### config.mk
export PLATFORM = sky130hd
export DESIGN_NAME = bf16_mul_pipe
export DESIGN_NICKNAME = d
export VERILOG_FILES = /design/src/rtl/bf16_mul_pipe.sv
export SDC_FILE = /design/constraint.sdc
export NUM_CORES = 1
export LEC_CHECK = 0
export ABC_CLOCK_PERIOD_IN_PS = 6300
export CAP_MARGIN = 5
export CORE_ASPECT_RATIO = 1.25
export CORE_MARGIN = 2
export CORE_UTILIZATION = 59
export CTS_BUF_LIST = sky130_fd_sc_hd__clkbuf_16
export CTS_CLUSTER_SIZE = 10
export DETAILED_ROUTE_END_ITERATION = 8
export GPL_ROUTABILITY_DRIVEN = 0
export PLACE_DENSITY = 0.8
export SLEW_MARGIN = 15
export SYNTH_ARGS = -nofsm -noshare
export SYNTH_HDL_FRONTEND = slang
export SYNTH_SLANG_ARGS = --single-unit
### constraint.sdc
create_clock -name clk -period 6.3 [get_ports clk]
set_input_delay 1.26 -clock clk [delete_from_list [all_inputs] [get_ports clk]]
set_output_delay 1.26 -clock clk [all_outputs]
set_load 0.1 [all_outputs]
### src/rtl/bf16_mul_pipe.sv
// Three-stage pipelined bfloat16 multiplier with valid/ready on both sides.
// Subnormals flush to zero, round-to-nearest-even; output format matches BF_adder.
module bf16_mul_pipe #(
    parameter int BIAS       = 127,
    parameter int DATA_WIDTH = 16
) (
    input  logic                  clk,
    input  logic                  rst,
    input  logic                  in_valid,
    output logic                  in_ready,
    input  logic [DATA_WIDTH-1:0] a,
    input  logic [DATA_WIDTH-1:0] b,
    output logic                  out_valid,
    input  logic                  out_ready,
    output logic [DATA_WIDTH-1:0] p
);

    if (DATA_WIDTH != 16) begin : g_bad_width
        $error("bf16_mul_pipe: DATA_WIDTH must be 16");
    end

    logic v1_q, v2_q, v3_q;
    logic load1, load2, load3;

    // A stage may load when empty or when its current contents move on this cycle.
    assign load3    = !v3_q || out_ready;
    assign load2    = !v2_q || load3;
    assign load1    = !v1_q || load2;
    assign in_ready = load1;

    // ---------------- S1: operand register, classify ----------------
    logic [15:0] a1_q, b1_q;

    logic [7:0]        ea, eb;
    logic [6:0]        fa, fb;
    logic              za, zb, ia, ib, na, nb;
    logic              s1_sign, s1_nan, s1_inf, s1_zero;
    logic [15:0]       s1_prod;
    logic signed [9:0] s1_exp;

    always_comb begin
        ea      = a1_q[14:7];
        eb      = b1_q[14:7];
        fa      = a1_q[6:0];
        fb      = b1_q[6:0];
        za      = (ea == 8'h00);
        zb      = (eb == 8'h00);
        ia      = (ea == 8'hFF) && (fa == 7'h00);
        ib      = (eb == 8'hFF) && (fb == 7'h00);
        na      = (ea == 8'hFF) && (fa != 7'h00);
        nb      = (eb == 8'hFF) && (fb != 7'h00);
        s1_sign = a1_q[15] ^ b1_q[15];
        s1_nan  = na || nb || (ia && zb) || (za && ib);
        s1_inf  = ia || ib;
        s1_zero = za || zb;
        s1_prod = 16'({1'b1, fa}) * 16'({1'b1, fb});
        s1_exp  = signed'({2'b00, ea}) + signed'({2'b00, eb}) - signed'(10'(BIAS));
    end

    // ---------------- S2: significand product, exponent sum ----------------
    logic              s2_sign_q, s2_nan_q, s2_inf_q, s2_zero_q;
    logic [15:0]       m2_q;
    logic signed [9:0] e2_q;

    // ---------------- S3: normalize, round, pack ----------------
    logic [6:0]        frac_t;
    logic              guard, sticky, round_up;
    logic [7:0]        frac_r;
    logic signed [9:0] e_n, e_r;
    logic [15:0]       p_d, p_q;

    always_comb begin
        if (m2_q[15]) begin
            frac_t = m2_q[14:8];
            guard  = m2_q[7];
            sticky = |m2_q[6:0];
            e_n    = e2_q + 10'sd1;
        end else begin
            frac_t = m2_q[13:7];
            guard  = m2_q[6];
            sticky = |m2_q[5:0];
            e_n    = e2_q;
        end
        round_up = guard && (sticky || frac_t[0]);
        frac_r   = {1'b0, frac_t} + {7'h00, round_up};
        e_r      = frac_r[7] ? (e_n + 10'sd1) : e_n;

        if (s2_nan_q) begin
            p_d = 16'h7FC0;
        end else if (s2_inf_q) begin
            p_d = {s2_sign_q, 8'hFF, 7'h00};
        end else if (s2_zero_q) begin
            p_d = {s2_sign_q, 15'h0000};
        end else if (e_r >= 10'sd255) begin
            p_d = {s2_sign_q, 8'hFF, 7'h00};
        end else if (e_r <= 10'sd0) begin
            p_d = {s2_sign_q, 15'h0000};
        end else begin
            p_d = {s2_sign_q, e_r[7:0], frac_r[6:0]};
        end
    end

    always_ff @(posedge clk) begin
        if (rst) begin
            v1_q <= 1'b0;
            v2_q <= 1'b0;
            v3_q <= 1'b0;
            p_q  <= 16'h0000;
        end else begin
            if (load1) begin
                v1_q <= in_valid;
                a1_q <= a;
                b1_q <= b;
            end
            if (load2) begin
                v2_q      <= v1_q;
                s2_sign_q <= s1_sign;
                s2_nan_q  <= s1_nan;
                s2_inf_q  <= s1_inf;
                s2_zero_q <= s1_zero;
                m2_q      <= s1_prod;
                e2_q      <= s1_exp;
            end
            if (load3) begin
                v3_q <= v2_q;
                if (v2_q) begin
                    p_q <= p_d;
                end
            end
        end
    end

    assign out_valid = v3_q;
    assign p         = p_q;

endmodule
==> out/qor.yml <==
die:
  core_area_sq_um: 10460
  die_y_um: 119.1
  row_count: 42
  die_x_um: 96.05
  start_util_pct: 59.75
  dieArea_sq_um: 11440
  ios: 54
setup_path:
  end_kind: "flip-flop"
  crit_top_cell: "fa_1"
  arrival_ns: 4.88
  cp_slowest_stage_delay_ns: 0.53
  cp.required_ns: 6.39
  worstSetupStartpointType: "flip-flop"
  critical_path_class: "reg -> reg"
  crit_slowest_cell: "fa_1"
  crit_path_cell_trace: "and2_1, fa_1, fa_1, ha_1, inv_1, fa_1, inv_1, ha_1, nor2b_1, o21ai_0, a21boi_0, o21ai_0, a21oi_1, a41o_1, o41a_1, xnor2_1"
  worstPathMaxFanout: 9
synth:
  syn_area_sq_um: 6248
  async_flop_share_pct: 0
  synth-main-ff-cell: "edfxtp_1"
  synth_top_area_share_pct: 29.80
  yosysWarnings: 0
  yosysTopAreaCell: "edfxtp_1"
  synth.area.top_cells: "edfxtp_1 (30%), fa_1 (12%), ha_1 (11%)"
  seq_area_frac_synth_pct: 35.88
  synth_cell_types: 64
  synth_fp_nets: 725
  synth_cells: 599
  synth.most_common_cell: "inv_1"
  synth-edff-count: 62
  yosys-top-cells-count: "inv_1 (83), edfxtp_1 (62), ha_1 (53)"
  synth_seq_cells: 81
  syn_area_per_cell_sq_um: 10.43
detailed_routing:
  first_pass_iters: 4
  antenna_left: 0
  drc: 0
  via_count: 4408
  wl_mm: 11.99
  drt_iter0_drc: 190
  vias_per_cell: 5.615
  wl_per_cell_um: 15.28
run_status:
  outcome: "finished clean"
global_routing:
  grt_pass1_wl_mm: 20.83
  antenna_found_initial: 0
  grt_pass1_vias: 4681
  grt_max_degree: 35
  grt_overflow: 0
  grt_use_total_pct: 23.27
clocking:
  post_cts_resized: 0
  clkSlewWorstSetupHoldPaths_ns: 0.06
  cts_setup_buffers: 0
  clk_latency_ns: 0.34
  clock-sinks: 81
  cts-hold-fix-buffers: 0
  cts_buffers: 9
  htree_num_levels: 3
  cts_buffer_depth: 2
  cts-root-buf: "clkbuf_16"
  cts_tree: "yes"
layout:
  diodes: 0
  register_area_sq_um: 2242
  stdcell_area_sq_um: 7214
  syn_to_final_growth_pct: 15.46
  fill_cells: 754
  layout.nets: 774
  drive_above_1_share_pct: 5.207
  multi_input_area_sq_um: 3615
pwr:
  peakVddDrop_uv: 191.0
  power_density_nw_per_um2: 367.1
  total_power_mw: 2.648
  p_leak_nw: 2.993
sta:
  finalCritPeriodShare_pct: 76.03
  setup_viol_count_final: 0
  max_freq_mhz: 208.8
  worst_pin_slew_ns: 0.9777
  maxSlewHeadroom_pct: 34.60
  grt_setup_unrepaired: "no"
  holdWs_ns: 0.4760
  finalClockSkew_ns: 0.006016
  hold_viol: 0
  setup_tns_ns: 0
  period_needed_ns: 4.790
  maxSlewViolCount: 0
worst_hold_path:
  hold_class: "reg -> reg"
placement:
  numPortBuffers: 53
  hpwl_mm: 9.413
  placed_area_sq_um: 6879
run:
  drv_cap: 0
-- cells by family after synthesis --
family	after synthesis	share of synthesized area (%)
multiplexers	13	2.123
AND/OR/NAND/NOR	190	16.60
flip-flops	81	35.88
adder cells (fa/ha/maj)	90	22.47
buffers and inverters	101	6.348
XOR/XNOR	43	6.027
AO/OA/AOI/OAI	81	10.55
-- routing by layer --
layer / GRT usage, % / up-vias / part of all wire, %
met5: 0 / - / 0
met4: 11.25 / 0 / 3.8
met2: 41.36 / 118 / 53
li1: - / 2164 / -
met3: 4.111 / 39 / 3.7
met1: 26.15 / 2087 / 40
-- state kept, by name, indices dropped and copies added, names as in the netlist --
register   flops
out_valid      1
s2_nan_q       1
s2_sign_q      1
a1_q          16
s2_zero_q      1
v1_q           1
m2_q          16
p             16
v2_q           1
b1_q          16
e2_q          10
s2_inf_q       1
-- area by class of cell --
| class | instances | share of cell area, % |
|---|---|---|
| Multi-Input combinational cell | 417 | 50.10 |
| Inverter | 83 | 4.318 |
| Clock inverter | 7 | 1.318 |
| Tap cell | 132 | 2.289 |
| Timing Repair Buffer | 56 | 7.770 |
| Sequential cell | 81 | 31.08 |
| Clock buffer | 9 | 3.122 |
-- power by group --
group          switching (mW)  internal, mW
Sequential              0.109         0.721
Combinational           0.692         0.567
Clock                   0.214         0.347
-- final timing paths --
path              cells after the start            endpoint  slack, ns          startpoint
setup reg to reg                     16  m2_q[15]$_DFFE_PP_       1.51   a1_q[0]$_DFFE_PP_
setup / recovery                     16  m2_q[15]$_DFFE_PP_       1.51   a1_q[0]$_DFFE_PP_
hold / removal                        2  p[15]$_SDFFE_PP0P_       0.48  p[15]$_SDFFE_PP0P_
hold reg to reg                       2  p[15]$_SDFFE_PP0P_       0.48  p[15]$_SDFFE_PP0P_
-- through the flow --
stage / setup slack [ns] / cells / util, %
finish: 1.510 / 785 / 68.99
global route: 1.058 / 785 / 68.99
CTS: 1.522 / 784 / 68.84
detailed placement: 1.528 / 768 / 65.78
global placement: 1.628 / 768 / 65.78
floorplan: 1.785 / 599 / -
-- cell usage in the layout, fill, tap and decap left out, drive strengths merged, types with 4 or more instances in the layout --
| cell | count |
|---|---|
| inv | 83 |
| edfxtp | 62 |
| ha | 53 |
| clkdlybuf4s50 | 53 |
| nor2 | 41 |
| nand2 | 40 |
| and2 | 39 |
| fa | 37 |
| xnor2 | 34 |
| dfxtp | 19 |
| a21oi | 15 |
| mux2i | 11 |
| nand4 | 10 |
| nor4 | 10 |
| xor2 | 9 |
| clkbuf | 9 |
| nor3 | 9 |
| a22o | 8 |
| o21ai | 8 |
| nand3 | 7 |
| nor2b | 6 |
| nand2b | 6 |
| o221a | 6 |
| a31oi | 5 |
| nand4b | 5 |
| o21bai | 4 |
| and3 | 4 |
| nand3b | 4 |
| a21boi | 4 |
| clkinv | 4 |
-- worst max-delay path, delay by kind of cell, from the launching register on --
family	cells	cell delay, ns
buffers and inverters	2	0.10
adder cells (fa/ha/maj)	5	2.10
AND/OR/NAND/NOR	2	0.38
AO/OA/AOI/OAI	6	1.28
flip-flops	1	0.52
XOR/XNOR	1	0.13
(Power assumes the default switching activity.)
